**config.mk**
```make
export PLATFORM = sky130hd
export DESIGN_NAME = jy61p_angle_rx_flat
export DESIGN_NICKNAME = d
export VERILOG_FILES = /design/src/rtl/jy61p_angle_rx_if.sv /design/src/rtl/jy61p_angle_rx.sv /design/src/flat_wrapper.sv
export SDC_FILE = /design/constraint.sdc
export NUM_CORES = 1
export LEC_CHECK = 0
export BUFFER_PORTS_ARGS = -buffer_cell sky130_fd_sc_hd__clkbuf_2
export CAP_MARGIN = 20
export CORE_AREA = 5 5 108 110
export CTS_CLUSTER_DIAMETER = 40
export DETAILED_ROUTE_END_ITERATION = 10
export DIE_AREA = 0 0 113 115
export PLACE_DENSITY = 0.83
export SYNTH_ARGS = -nofsm -noshare
export SYNTH_HDL_FRONTEND = slang
export SYNTH_SLANG_ARGS = --single-unit
export TNS_END_PERCENT = 5
```
**constraint.sdc**
```tcl
create_clock -name PCLK -period 4.37 [get_ports PCLK]
set_input_delay 0.437 -clock PCLK [delete_from_list [all_inputs] [get_ports PCLK]]
set_output_delay 0.437 -clock PCLK [all_outputs]
set_load 0.005 [all_outputs]
```
**src/rtl/jy61p_angle_rx_if.sv**
```systemverilog
// Sensor-side signal bundle for the JY61P angle receiver.
// The slave modport is the receiver and the master modport is the sensor/host side.
interface jy61p_angle_rx_if;
  logic        jy61p_uart_rx;
  logic [15:0] roll;
  logic [15:0] pitch;
  logic [15:0] yaw;
  logic        angle_valid;
  logic        frame_err;

  modport slave  (input  jy61p_uart_rx,
                  output roll, pitch, yaw, angle_valid, frame_err);
  modport master (output jy61p_uart_rx,
                  input  roll, pitch, yaw, angle_valid, frame_err);
endinterface

```
**src/rtl/jy61p_angle_rx.sv**
```systemverilog
// JY61P UART angle-frame receiver: 8N1 byte receiver feeding a 0x55/0x53 frame parser.
// Define JY61P_CHECKSUM_EN to reject frames whose trailing sum byte does not match.
module jy61p_angle_rx #(
  parameter int CLK_FREQ = 50000000,
  parameter int BAUD     = 9600
) (
  input logic             PCLK,
  input logic             PRESETn,
  jy61p_angle_rx_if.slave bus
);
  localparam int CPB  = CLK_FREQ / BAUD;
  localparam int HALF = CPB / 2;
  localparam int TO   = 20 * CPB;
  localparam int CW   = $clog2(CPB + 1);
  localparam int TW   = $clog2(TO + 1);
  localparam logic [CW-1:0] HALF_M1 = CW'(HALF - 1);
  localparam logic [CW-1:0] BIT_M1  = CW'(CPB - 1);
  localparam logic [TW-1:0] TO_M1   = TW'(TO - 1);

  typedef enum logic [1:0] {U_IDLE, U_START, U_DATA, U_STOP} u_state_t;
  typedef enum logic [1:0] {HUNT, TYPE, DATA, SUM} p_state_t;

  logic rx_meta, rx_sync, rx_prev;

  always_ff @(posedge PCLK or negedge PRESETn)
    if (!PRESETn) begin
      rx_meta <= 1'b1;
      rx_sync <= 1'b1;
      rx_prev <= 1'b1;
    end else begin
      rx_meta <= bus.jy61p_uart_rx;
      rx_sync <= rx_meta;
      rx_prev <= rx_sync;
    end

  // UART byte receiver
  u_state_t      ust_q, ust_n;
  logic [CW-1:0] ucnt_q, ucnt_n;
  logic [2:0]    bit_q, bit_n;
  logic [7:0]    shift_q, shift_n;
  logic          byte_stb, stop_err;

  always_ff @(posedge PCLK or negedge PRESETn)
    if (!PRESETn) begin
      ust_q   <= U_IDLE;
      ucnt_q  <= '0;
      bit_q   <= '0;
      shift_q <= '0;
    end else begin
      ust_q   <= ust_n;
      ucnt_q  <= ucnt_n;
      bit_q   <= bit_n;
      shift_q <= shift_n;
    end

  always_comb begin
    ust_n    = ust_q;
    ucnt_n   = ucnt_q;
    bit_n    = bit_q;
    shift_n  = shift_q;
    byte_stb = 1'b0;
    stop_err = 1'b0;
    case (ust_q)
      U_IDLE: begin
        ucnt_n = '0;
        if (rx_prev && !rx_sync) ust_n = U_START;
      end
      U_START:
        if (ucnt_q == HALF_M1) begin
          ucnt_n = '0;
          bit_n  = '0;
          ust_n  = rx_sync ? U_IDLE : U_DATA;
        end else ucnt_n = ucnt_q + CW'(1);
      U_DATA:
        if (ucnt_q == BIT_M1) begin
          ucnt_n  = '0;
          shift_n = {rx_sync, shift_q[7:1]};
          bit_n   = bit_q + 3'd1;
          if (bit_q == 3'd7) ust_n = U_STOP;
        end else ucnt_n = ucnt_q + CW'(1);
      U_STOP:
        if (ucnt_q == BIT_M1) begin
          ucnt_n   = '0;
          ust_n    = U_IDLE;
          byte_stb = rx_sync;
          stop_err = !rx_sync;
        end else ucnt_n = ucnt_q + CW'(1);
      default: ust_n = U_IDLE;
    endcase
  end

  // Frame parser; payload bytes are staged and only copied to outputs on a good SUM
  p_state_t          ps_q, ps_n;
  logic [7:0]        acc_q, acc_n;
  logic [2:0]        idx_q, idx_n;
  logic [5:0][7:0]   data_q, data_n;
  logic [TW-1:0]     tcnt_q, tcnt_n;
  logic [15:0]       roll_q, roll_n, pitch_q, pitch_n, yaw_q, yaw_n;
  logic              av_q, av_n, fe_q, fe_n;

  always_ff @(posedge PCLK or negedge PRESETn)
    if (!PRESETn) begin
      ps_q    <= HUNT;
      acc_q   <= '0;
      idx_q   <= '0;
      data_q  <= '0;
      tcnt_q  <= '0;
      roll_q  <= '0;
      pitch_q <= '0;
      yaw_q   <= '0;
      av_q    <= 1'b0;
      fe_q    <= 1'b0;
    end else begin
      ps_q    <= ps_n;
      acc_q   <= acc_n;
      idx_q   <= idx_n;
      data_q  <= data_n;
      tcnt_q  <= tcnt_n;
      roll_q  <= roll_n;
      pitch_q <= pitch_n;
      yaw_q   <= yaw_n;
      av_q    <= av_n;
      fe_q    <= fe_n;
    end

  always_comb begin
    ps_n    = ps_q;
    acc_n   = acc_q;
    idx_n   = idx_q;
    data_n  = data_q;
    tcnt_n  = tcnt_q;
    roll_n  = roll_q;
    pitch_n = pitch_q;
    yaw_n   = yaw_q;
    av_n    = 1'b0;
    fe_n    = 1'b0;
    if (stop_err) begin
      fe_n   = (ps_q != HUNT);
      ps_n   = HUNT;
      tcnt_n = '0;
    end else if (byte_stb) begin
      tcnt_n = '0;
      case (ps_q)
        HUNT:
          if (shift_q == 8'h55) begin
            ps_n  = TYPE;
            acc_n = 8'h55;
          end
        TYPE:
          if (shift_q == 8'h53) begin
            ps_n  = DATA;
            acc_n = acc_q + 8'h53;
            idx_n = '0;
          end else if (shift_q == 8'h55) acc_n = 8'h55;
          else ps_n = HUNT;
        DATA: begin
          acc_n = acc_q + shift_q;
          if (idx_q < 3'd6) data_n[idx_q] = shift_q;
          idx_n = idx_q + 3'd1;
          if (idx_q == 3'd7) ps_n = SUM;
        end
        SUM: begin
          ps_n = HUNT;
`ifdef JY61P_CHECKSUM_EN
          if (shift_q == acc_q) begin
            roll_n  = {data_q[1], data_q[0]};
            pitch_n = {data_q[3], data_q[2]};
            yaw_n   = {data_q[5], data_q[4]};
            av_n    = 1'b1;
          end else fe_n = 1'b1;
`else
          roll_n  = {data_q[1], data_q[0]};
          pitch_n = {data_q[3], data_q[2]};
          yaw_n   = {data_q[5], data_q[4]};
          av_n    = 1'b1;
`endif
        end
        default: ps_n = HUNT;
      endcase
    end else if (ps_q != HUNT) begin
      if (tcnt_q == TO_M1) begin
        fe_n   = 1'b1;
        ps_n   = HUNT;
        tcnt_n = '0;
      end else tcnt_n = tcnt_q + TW'(1);
    end
  end

  assign bus.roll        = roll_q;
  assign bus.pitch       = pitch_q;
  assign bus.yaw         = yaw_q;
  assign bus.angle_valid = av_q;
  assign bus.frame_err   = fe_q;
endmodule

```
**src/flat_wrapper.sv**
```systemverilog
// flat-port wrapper written by rule: the top's interface ports become plain ports
module jy61p_angle_rx_flat 
#(
  parameter int CLK_FREQ = 50000000,
  parameter int BAUD     = 9600
)
  (PCLK, PRESETn, bus_jy61p_uart_rx, bus_roll, bus_pitch, bus_yaw, bus_angle_valid, bus_frame_err);
  jy61p_angle_rx_if bus_i ();
  input logic PCLK;
  input logic PRESETn;
  input wire logic [$bits(bus_i.jy61p_uart_rx)-1:0] bus_jy61p_uart_rx;
  output wire logic [$bits(bus_i.roll)-1:0] bus_roll;
  output wire logic [$bits(bus_i.pitch)-1:0] bus_pitch;
  output wire logic [$bits(bus_i.yaw)-1:0] bus_yaw;
  output wire logic [$bits(bus_i.angle_valid)-1:0] bus_angle_valid;
  output wire logic [$bits(bus_i.frame_err)-1:0] bus_frame_err;
  assign bus_i.jy61p_uart_rx = bus_jy61p_uart_rx;
  assign bus_roll = bus_i.roll;
  assign bus_pitch = bus_i.pitch;
  assign bus_yaw = bus_i.yaw;
  assign bus_angle_valid = bus_i.angle_valid;
  assign bus_frame_err = bus_i.frame_err;
  jy61p_angle_rx #(.CLK_FREQ(CLK_FREQ), .BAUD(BAUD)) u_core (.PCLK(PCLK), .PRESETn(PRESETn), .bus(bus_i));
endmodule
```
Yosys cells after proc, flatten, opt, wreduce, memory -nomap -nowiden
Index checks and enable logic that the tools add are counted.
- input bits: 3
- bits in registers: 149
- reductions and logical operators: 18
- add/subtract/negate cells: 4
- eq/ne operators: 22
- $lt $le $gt $ge: 3
- muxes and demuxes: 42
- bitwise gates (word level): 1
- operator list (operator ; count):
    two-way mux 17 bit ; 4
    bitwise mux 48 bit ; 1
    case mux 13 bit (3 select lines) ; 1
    two-way mux 2 bit ; 14
    two-way mux 13 bit ; 2
    demux 8 bit (select 3 bit) ; 1
    adder 17 x 1 -> 17 bit, second input constant ; 1
    == test 17 bit, second input constant ; 1
    == test 8 x 7 -> 1 bit, second input constant ; 2
    case mux 2 bit (4 select lines) ; 2
    adder 13 x 1 -> 13 bit, second input constant ; 1
    == test 13 x 12 -> 1 bit, second input constant ; 1
    == test 13 bit, second input constant ; 1
    != test 2 x 1 -> 1 bit, second input constant ; 6
    case mux 3 bit (2 select lines) ; 2
    two-way mux 1 bit ; 11
    AND reduction 5 bit ; 2
    two-way mux 3 bit ; 3
    == test 2 bit, second input constant ; 4
    two-way mux 8 bit ; 1
    != test 4 bit, second input constant ; 2
    AND reduction 4 bit ; 2
    adder 3 x 1 -> 3 bit, second input constant ; 2
    == test 3 bit, second input constant ; 2
    14 further kinds ; 21

Longest topological paths before layout
Gate-level depths: netlist of run 1.
- depth in word-level cells: 6
- mapped depth: 8
- mapped depth without buffers: 6

Least setup slack after synthesis of run 1
Ideal clock, no wire load.
- path type: register to register
- start point: register u_core.ucnt_q[0]
- end point: register u_core.pitch_q[0], in the netlist u_core.bus.pitch[0]
- stages on the path, launching flop included: 9
- period minus slack after synthesis: 2.019 ns
- slack: 2.351 ns
- arrival: 1.895 ns
- buffers on the path: 3
- data required time: 4.245 ns
- cells stage by stage: dfrtp_1 -> ha_1 -> and4b_1 -> buf_2 -> nand4_1 -> nor2_1 -> buf_4 -> buf_4 -> mux2_2
- word-level cells in the longest chain between the ends: 5
- elaborated cells between the ends (all ways): 7
- those cells by class: eq/ne (1); mux (4); bitwise (1); reduce/logical (1)
- ends and longest elaborated chain (element ; line ; text):
    from (decl) ; jy61p_angle_rx.sv:38 ; logic [CW-1:0] ucnt_q, ucnt_n;
    from (signal assigned) ; jy61p_angle_rx.sv:51 ; ucnt_q <= ucnt_n;
    == test 13 bit * ; jy61p_angle_rx.sv:82 ; if (ucnt_q == BIT_M1) begin
    two-way mux 1 bit ; jy61p_angle_rx.sv:82 ;
    two-way mux 1 bit ; jy61p_angle_rx.sv:63 ; case (ust_q)
    inverter 1 bit (no line) ; -- ;
    AND reduction 3 bit (no line) * ; -- ;
    to (signal assigned) ; jy61p_angle_rx.sv:120 ; pitch_q <= pitch_n;
    to (decl) ; jy61p_angle_rx.sv:98 ; logic [15:0] roll_q, roll_n, pitch_q, pitch_n, yaw_q, yaw_n;
Mark *: on every way between the ends. The rest lies on a longest branch, timed or not.
A chain may end at the register's enable or synchronous reset.

Final worst setup path of run 1
- start point: register u_core.ucnt_q[0]
- end point: register u_core.yaw_q[4], in the netlist u_core.bus.yaw[4]
- word-level cells in the longest chain between the ends: 5
- elaborated cells between the ends (all ways): 7
- those cells by class: eq/ne (1); mux (4); bitwise (1); reduce/logical (1)
- ends and longest elaborated chain (element ; line ; text):
    == test 13 bit * ; jy61p_angle_rx.sv:82 ;
    two-way mux 1 bit ; jy61p_angle_rx.sv:82 ;
    two-way mux 1 bit ; jy61p_angle_rx.sv:63 ;
    inverter 1 bit (no line) ; -- ;
    AND reduction 3 bit (no line) * ; -- ;
    to (signal assigned) ; jy61p_angle_rx.sv:121 ; yaw_q <= yaw_n;
    to (decl) ; jy61p_angle_rx.sv:98 ;
Marked as above.

==> run metrics, run 1 <==
simple-gate share of the synthesized area=0.137; Setup TNS=0 ps; R2R cell count=6; CP arrival=3290 ps; first-pass GRT wire length=22700 microns; Compound-Gate Fraction of Synth Area=0.0478; Synth Area in Adders=0.0190; Initial DRT Pass Iterations=5; area growth from synthesis to layout=14.5%; Critical Path Start Type=register; Tmin final=2870 ps; Crit Path Class=register to register; post-synthesis mux area share=0.190; Avg Synthesized Cell Area=13.4 sq um; number of flops mapped to enable cells by yosys=0; top-count cell post-synth=dfrtp_1; all-layer global routing usage=0.223; Slew headroom=0.392; CTS H-tree lvls=4; Final Max Tran Viols=0; CTS Buf Count=17; hold_buf cts=1; Initial Util=0.622; post_cts resized=0; final net count=560; I/O pin total=53; Cells after Synth=493; hold path depth=0; critical path peak fanout=28; Starting DRT DRC Count=247; Cell variety after synth=57; Seq/Total Area, Yosys=0.566; Die H=115 microns; clock buffer depth=2; antenna viol nets, final=0; CP Capture Type=register; Top FF cell, synth=dfrtp_1; Hold/Removal Path Class=register to register; via/cell ratio=6.02; final hold violation count=0; Cell Rows=38; DP Wirelength=8580 microns; FMAX=348 MHz; Mapped Area=6590 sq um; commonest cells in the synthesized netlist=146 x dfrtp_1, 89 x mux2_2, 27 x nor2_1, 22 x nand2_1; final setup vio count=0; clk sinks=149; antenna violations before repair=0; outcome=finished, final reports clean; GRT Residual Overflow=0; die area=13000 sq um; CTS root buf=clkbuf_8; vias after detailed routing=4215; post-route cell area=7550 sq um; layout cell share with drive strength beyond 1=0.370; clock slew at reported path FFs=70 ps; fin crit share=0.657; largest net degree at the start of global routing=125; leakage=3.73 nW; WHS=357 ps; RSZ-0062 raised after global routing=false; vias in the first global route=4325; Synth area leaders=dfrtp_1 55%, mux2_2 15%, mux2_4 3.6%, ha_1 1.9%, nor2_1 1.5%; postcts setup bufs=0; # DRC=0; Die W=113 microns; worst vdd ir=0.250 mV; Diodes inserted=0; critical path data required time=4790 ps; Clk Latency, worst-skew pair=530 ps; drt total wl=13700 microns; core area=10600 sq um; PwrDens=400 nW/um^2; top cell type's share of synthesized area=0.554; Yosys warnings=0; Post-Synth XOR/XNOR Area=0.0186; placer's final routability congestion estimate=0.826; Post-Synthesis Net Count=506; synthesized flop and latch total=149; Max Cap Viol=0; Fin Clk Skew=7.66 ps; Tightest Pin Transition=910 ps; Async SR Flop Fraction=1.00; Synth area leader=dfrtp_1; Final Total Pwr=3.02 mW; Port Buffers=52; flop-to-flop setup slack=1500 ps; dpl cell area=6940 sq um; CTS tree=built; WL/cell=19.5 microns; main combinational cell family by area after synthesis=multiplexers
==> critical path, stage by stage, from the launching register on <==
cell and delay [ps]:
dfrtp_1 380, ha_1 250, and4b_1 360, nand4_1 230, nor2_4 690, buf_4 420, mux2_2 390
==> layout make-up <==
| class | count | area [sq um] |
|---|---|---|
| clock inverters | 14 | 144 |
| fillers | 642 | 3060 |
| clock buffers | 18 | 418 |
| flip-flops and latches | 149 | 3730 |
| repair buffers | 58 | 337 |
| multi-input cells | 317 | 2730 |
| inverters | 4 | 15.0 |
| well taps | 140 | 175 |
==> per-layer routing <==
| metal | global-route usage | vias to the layer above | share of wire |
|---|---|---|---|
| met5 | 0 | - | 0 |
| met4 | 0.0745 | 0 | 0.020 |
| met3 | 0.0537 | 27 | 0.047 |
| met2 | 0.385 | 114 | 0.52 |
| met1 | 0.278 | 2156 | 0.41 |
| li1 | - | 1918 | - |
==> metrics by stage <==
| step | setup WS, ps | utilization | std cells |
|---|---|---|---|
| 3_3_place_gp | 1630 | 0.654 | 665 |
| 4_1_cts | 1480 | 0.708 | 698 |
| 3_5_place_dp | 1500 | 0.654 | 665 |
| 5_1_grt | 1260 | 0.712 | 700 |
| 2_1_floorplan | 2350 | - | 493 |
| 6_report | 1500 | 0.712 | 700 |
==> registers in the layout (all words and copies together), names as in the netlist, 2 cells and up, named ones only <==
| register | count |
|---|---|
| u_core.bit_q | 3 |
| u_core.ps_q | 2 |
| u_core.tcnt_q | 17 |
| u_core.data_q | 48 |
| u_core.ucnt_q | 13 |
| u_core.bus.roll | 16 |
| u_core.bus.pitch | 16 |
| u_core.bus.yaw | 16 |
| u_core.shift_q | 8 |
| u_core.idx_q | 3 |
==> cell usage in the layout, fill, tap and decap left out, drive strengths merged, types with 3 or more instances in the layout <==
master,n
a21oi,14
a31oi,3
a41oi,3
and4,4
buf,5
clkbuf,69
clkinv,3
clkinvlp,4
dfrtp,146
dfstp,3
ha,10
inv,10
mux2,105
nand2,22
nand3,18
nand4,14
nand4b,5
nor2,27
nor2b,5
nor3,4
nor3b,3
nor4,4
nor4b,4
nor4bb,3
o21ai,9
o31ai,6
or3,5
or4,9
xnor2,9
xor2,5
==> final timing paths <==
path / startpoint / to
setup reg to reg: u_core.ucnt_q[0] / u_core.bus.yaw[4]
hold / removal: u_core.rx_meta / u_core.rx_sync
hold reg to reg: u_core.rx_meta / u_core.rx_sync
min in group asynchronous: PRESETn / u_core.bus.yaw[12]
setup / recovery: u_core.ucnt_q[0] / u_core.bus.yaw[4]
max in group asynchronous: PRESETn / u_core.data_q[10]
==> power by group <==
group	internal, mW	total (mW)	switching [mW]
clock	0.772	1.38	0.610
combinational	0.0750	0.221	0.146
sequential	1.40	1.42	0.0192
==> cell families (layout without fill, tap and decap cells) <==
group	count (synthesis)	count (layout)
mux	106	106
fa+ha+maj	10	10
simple gates	140	140
buf+inv	27	94
flops	149	149
xor+xnor	14	14
compound gates	47	47
No activity file was read; power rests on OpenSTA's default activity.
==> run 2, diff against run 1 <==
- CORE_AREA: 5 5 108 110 -> 5 5 111 113
- DIE_AREA: 0 0 113 115 -> 0 0 116 118
- PLACE_DENSITY: 0.83 -> 0.79
- clock period: 4.37 -> 2.7 ns (I/O delays scaled with it)
==> run metrics, run 2 (synthesis gave the netlist of run 1 again) <==
met1 usage=0.255; CTS tree=built; placer's final routability congestion estimate=0.823; Tightest Pin Transition=761 ps; critical path peak fanout=22; Critical Path Start Type=register; Die W=116 microns; antenna viol nets, final=0; I/O pin total=53; final net count=562; leakage=3.77 nW; Final Max Tran Viols=0; clock buffer depth=2; area growth from synthesis to layout=15.4%; antenna violations before repair=0; Diodes inserted=0; critical path data required time=3050 ps; vias in the first global route=4416; commonest non-fill, non-tap cell in the layout=dfrtp_1; CP arrival=2640 ps; layout cell share with drive strength beyond 1=0.374; number of flip-flops in the largest register=48; PwrDens=665 nW/um^2; core area=11200 sq um; Starting DRT DRC Count=270; drt total wl=12700 microns; Fin Clk Skew=8.89 ps; Clk Latency, worst-skew pair=420 ps; met2 global-route usage=0.327; Gate power share=0.076; Slew headroom=0.492; Top reg by flops=u_core.data_q; Cell Rows=39; final setup vio count=0; largest net degree at the start of global routing=96; Port Buffers=52; FMAX=437 MHz; switching power=1.25 mW; die area=13700 sq um; first-pass GRT wire length=21800 microns; Initial Util=0.588; worst r2r src=u_core.ucnt_q[0]; Setup TNS=0 ps; all-layer global routing usage=0.199; final hold violation count=0; CTS root buf=clkbuf_16; postcts setup bufs=0; Crit Path Class=register to register; WL/cell=18.0 microns; GRT Residual Overflow=0; clk sinks=149; multi-input logic area=2730 sq um; part of the power in registers=0.454; Most Crowded Layer GR=met2; slowest cell delay on critical path=640 ps; CTS Buf Count=17; Int Power=3.82 mW; RSZ-0062 raised after global routing=false; cell family with most CP delay=simple AND/OR/NAND/NOR gates; # DRC=0; DP Wirelength=8300 microns; vias after detailed routing=4184; most frequent cells in the layout=146 x dfrtp_1, 89 x mux2_2, 51 x clkbuf_2; crit path max-delay cell type=or4_1; Max Cap Viol=0; Sequential Area=3730 sq um; critical path cell sequence=ha_1, and4b_1, a41oi_2, or4_1, a21oi_1; post_cts resized=0; via/cell ratio=5.93; fin crit share=0.847; Tmin final=2290 ps; clock slew at reported path FFs=70 ps; Die H=118 microns; Fill cells=749; Initial DRT Pass Iterations=4; worst vdd ir=0.604 mV; Crit path buffers/inverters=0; WHS=249 ps; CP Capture Type=register; met3 usage=0.0473; Hold/Removal Path Class=input pin to async pin; Sw Ratio=0.246; clock share of power=0.470; outcome=finished, final reports clean; Worst Setup SP=u_core.ucnt_q[0]; Top Registers=u_core.data_q: 48 flops, u_core.tcnt_q: 17 flops; CTS H-tree lvls=4
run 2: changes by cell type in the layout (fill, tap and decap cells not counted):
cell,previous run,this run
buf_12,0,2
bufinv_16,1,2
buf_16,1,0
clkinv_2,0,1
inv_6,4,6
clkbuf_1,1,0
clkbuf_16,16,17
inv_8,2,1
buf_4,3,4
clkinvlp_4,4,1
run 2: stage by stage:
step / cell area (sq um) / power, mW / cells / setup slack, ps / util
after global routing: 7610 / 5.26 / 705 / 213 / 0.678
after global placement: 6990 / 2.69 / 671 / 534 / 0.623
after floorplan: 6590 / 2.58 / 493 / 681 / -
final: 7610 / 5.06 / 705 / 412 / 0.678
after detailed placement: 6990 / 2.71 / 671 / 432 / 0.623
after CTS: 7610 / 5.10 / 705 / 431 / 0.678
run 2: power by group through the flow:
| stage | clock (mW) | combinational (mW) | sequential (mW) |
|---|---|---|---|
| 2_1_floorplan | 0 | 0.246 | 2.33 |
| 3_3_place_gp | 0 | 0.353 | 2.33 |
| 3_5_place_dp | 0 | 0.378 | 2.34 |
| 4_1_cts | 2.42 | 0.387 | 2.30 |
| 5_1_grt | 2.52 | 0.442 | 2.30 |
| 6_report | 2.38 | 0.384 | 2.30 |
run 2: what timing repair did:
action,4_1_cts,5_1_grt
hold endpoints to repair,17,0
setup endpoints to repair,0,0
hold buffers,2,0
run 2: final cells by class:
cell class	count	share of cell area
clock buffers	18	0.0577
clock inverters	14	0.0214
inverters	4	0.00197
multi-input cells	317	0.358
flip-flops and latches	149	0.490
well taps	143	0.0235
repair buffers	60	0.0469
run 2: worst paths after layout:
check / endpoint / slack (ps) / depth (start not counted)
min in group PCLK: u_core.rx_sync / 360 / 0
max in group asynchronous: u_core.rx_meta / 1700 / 3
hold reg to reg: u_core.rx_sync / 360 / 0
setup / recovery: u_core.tcnt_q[13] / 410 / 5
setup reg to reg: u_core.tcnt_q[13] / 410 / 5
hold / removal: u_core.bus.yaw[15] / 250 / 2
run 2: routing by layer:
metal,wire [microns],vias to the layer above
met5,0,-
met3,471,30
met1,5550,2149
met2,6390,80
met4,297,0
li1,-,1925
==> run 3, diff against run 2 <==
- ABC_AREA: not set -> 1
- CORE_AREA: 5 5 111 113 -> 5 5 120 122
- DIE_AREA: 0 0 116 118 -> 0 0 125 127
- PLACE_DENSITY: 0.79 -> 0.74
- clock period: 2.7 -> 2 ns (I/O delays scaled with it)
==> run metrics, run 3 <==
fin crit share=0.922; Starting DRT DRC Count=365; Yosys warnings=0; number of flops mapped to enable cells by yosys=0; die area=15900 sq um; Post-Synthesis Net Count=875; clock share of power=0.461; dpl cell area=7570 sq um; post-route cell area=8300 sq um; Int Power=5.18 mW; core area=13100 sq um; Top reg by flops=u_core.data_q; Async SR Flop Fraction=1.00; placer's final routability congestion estimate=0.873; Synth area leader=dfrtp_1; Synth area leaders=dfrtp_1 53%, nand2_1 17%, inv_1 5.2%, nand3_1 4.8%, nor2_1 3.9%; first-pass GRT wire length=24800 microns; DP Worst Slack=-27.7 ps; GRT Residual Overflow=0; Tightest Pin Transition=407 ps; commonest non-fill, non-tap cell in the layout=nand2_1; Max Cap Viol=0; Fin Clk Skew=8.98 ps; final setup vio count=0; Top FF cell, synth=dfrtp_1; RSZ-0062 raised after global routing=false; CTS H-tree lvls=4; part of the power in registers=0.462; Mapped Area=6920 sq um; critical path peak fanout=12; final hold violation count=0; CP arrival=2200 ps; outcome=finished, final reports clean; Clk Latency, worst-skew pair=420 ps; CTS tree=built; clk sinks=149; final setup margin=156 ps; Final Max Tran Viols=0; antenna viol nets, final=0; clock slew at reported path FFs=60 ps; I/O pin total=53; Diodes inserted=0; Port Buffers=52; clock buffer depth=2; number of flip-flops in the largest register=48; Slew headroom=0.729; Seq/Total Area, Yosys=0.539; top cell type's share of synthesized area=0.528; Initial DRT Pass Iterations=5; CTS root buf=clkbuf_16; WHS=265 ps; Gate power share=0.077; WL/cell=12.5 microns; antenna violations before repair=0; # DRC=0; Avg Synthesized Cell Area=8.03 sq um; largest net degree at the start of global routing=59; vias after detailed routing=5583; Cells after Synth=862; layout cell share with drive strength beyond 1=0.157; drt total wl=14200 microns; Top Registers=u_core.data_q: 48 flops, u_core.tcnt_q: 17 flops; Final Total Pwr=6.76 mW; CP Capture Type=register; leakage=4.44 nW; commonest cells in the synthesized netlist=314 x nand2_1, 146 x dfrtp_1, 95 x inv_1, 72 x nor2_1, 67 x nand3_1; critical path data required time=2360 ps; synthesized flop and latch total=149; Fill cells=1082; DP Wirelength=9650 microns; FMAX=542 MHz; via/cell ratio=4.92; Critical Path Start Type=register; most frequent cells in the layout=311 x nand2_1, 146 x dfrtp_1, 95 x inv_1; Cell variety after synth=33; vias in the first global route=5328; Initial Util=0.529; top-count cell post-synth=nand2_1; Die H=127 microns; area growth from synthesis to layout=19.9%; CTS Buf Count=17; Sw Ratio=0.233; final net count=959; Die W=125 microns; switching power=1.58 mW; Setup TNS=0 ps; Cell Rows=42; Hold/Removal Path Class=input pin to async pin; Tmin final=1840 ps; PwrDens=815 nW/um^2; all-layer global routing usage=0.188; Crit Path Class=register to register; worst vdd ir=0.634 mV
-- run 3: what timing repair did --
item | CTS | global route
endpoints found under the setup margin | 21 | 100
pin swaps | 0 | 4
endpoints found under the hold margin | 40 | 0
resized for setup | 3 | 13
hold buffers | 2 | 0
setup buffers | 0 | 5
-- run 3: worst max-delay path: stages (launching register included) --
cell     delay, ps
dfrtp_1        370
ha_2           200
nand2_2         70
inv_2           50
nand2_1         70
nor2_4         120
nand4_4        190
nor2_4         230
buf_12         140
buf_6          130
nand4_1        100
nand2_1        100
-- run 3: logic make-up after synthesis --
group           count (synthesis)  synth area share
simple gates                  511             0.316
flops                         149             0.539
buf+inv                       129            0.0758
compound gates                 56            0.0421
fa+ha+maj                      10            0.0181
xor+xnor                        7           0.00886
-- run 3: worst paths after layout --
path | from | end | slack [ps] | cells after the start
max reg2reg | u_core.ucnt_q[0] | u_core.data_q[25] | 160 | 11
min | PRESETn | u_core.ucnt_q[8] | 260 | 2
max in group asynchronous | PRESETn | u_core.rx_prev | 1070 | 3
min reg2reg | u_core.rx_meta | u_core.rx_sync | 350 | 0
max | u_core.ucnt_q[0] | u_core.data_q[25] | 160 | 11
min in group PCLK | u_core.rx_meta | u_core.rx_sync | 350 | 0
-- run 3: per-stage QoR --
| step | utilization | cells |
|---|---|---|
| finish | 0.634 | 1135 |
| CTS | 0.626 | 1130 |
| global placement | 0.578 | 1096 |
| detailed placement | 0.578 | 1096 |
| global route | 0.634 | 1135 |
| floorplan | - | 862 |
-- run 3: power groups by stage --
stage | Sequential (mW) | Clock [mW] | Combinational [mW]
floorplan | 3.16 | 0 | 0.299
global placement | 3.17 | 0 | 0.511
detailed placement | 3.17 | 0 | 0.527
CTS | 3.12 | 3.16 | 0.532
global route | 3.13 | 3.31 | 0.608
finish | 3.12 | 3.12 | 0.520
-- run 3: layer usage --
metal / track usage / up-vias / wire length [microns]
met3: 0.0480 / 14 / 626
met1: 0.254 / 2584 / 6620
met5: 0 / - / 0
met2: 0.303 / 99 / 6760
met4: 0.0542 / 0 / 165
li1: - / 2886 / -
-- run 3: area by class of cell --
cell class | instances | area [sq um] | share of cell area
sequential | 149 | 3730 | 0.450
multi-input combinational | 584 | 2710 | 0.326
timing repair buffer | 90 | 652 | 0.0786
clock buffer | 20 | 457 | 0.0550
inverter | 104 | 398 | 0.0480
tap | 176 | 220 | 0.0265
clock inverter | 12 | 129 | 0.0155
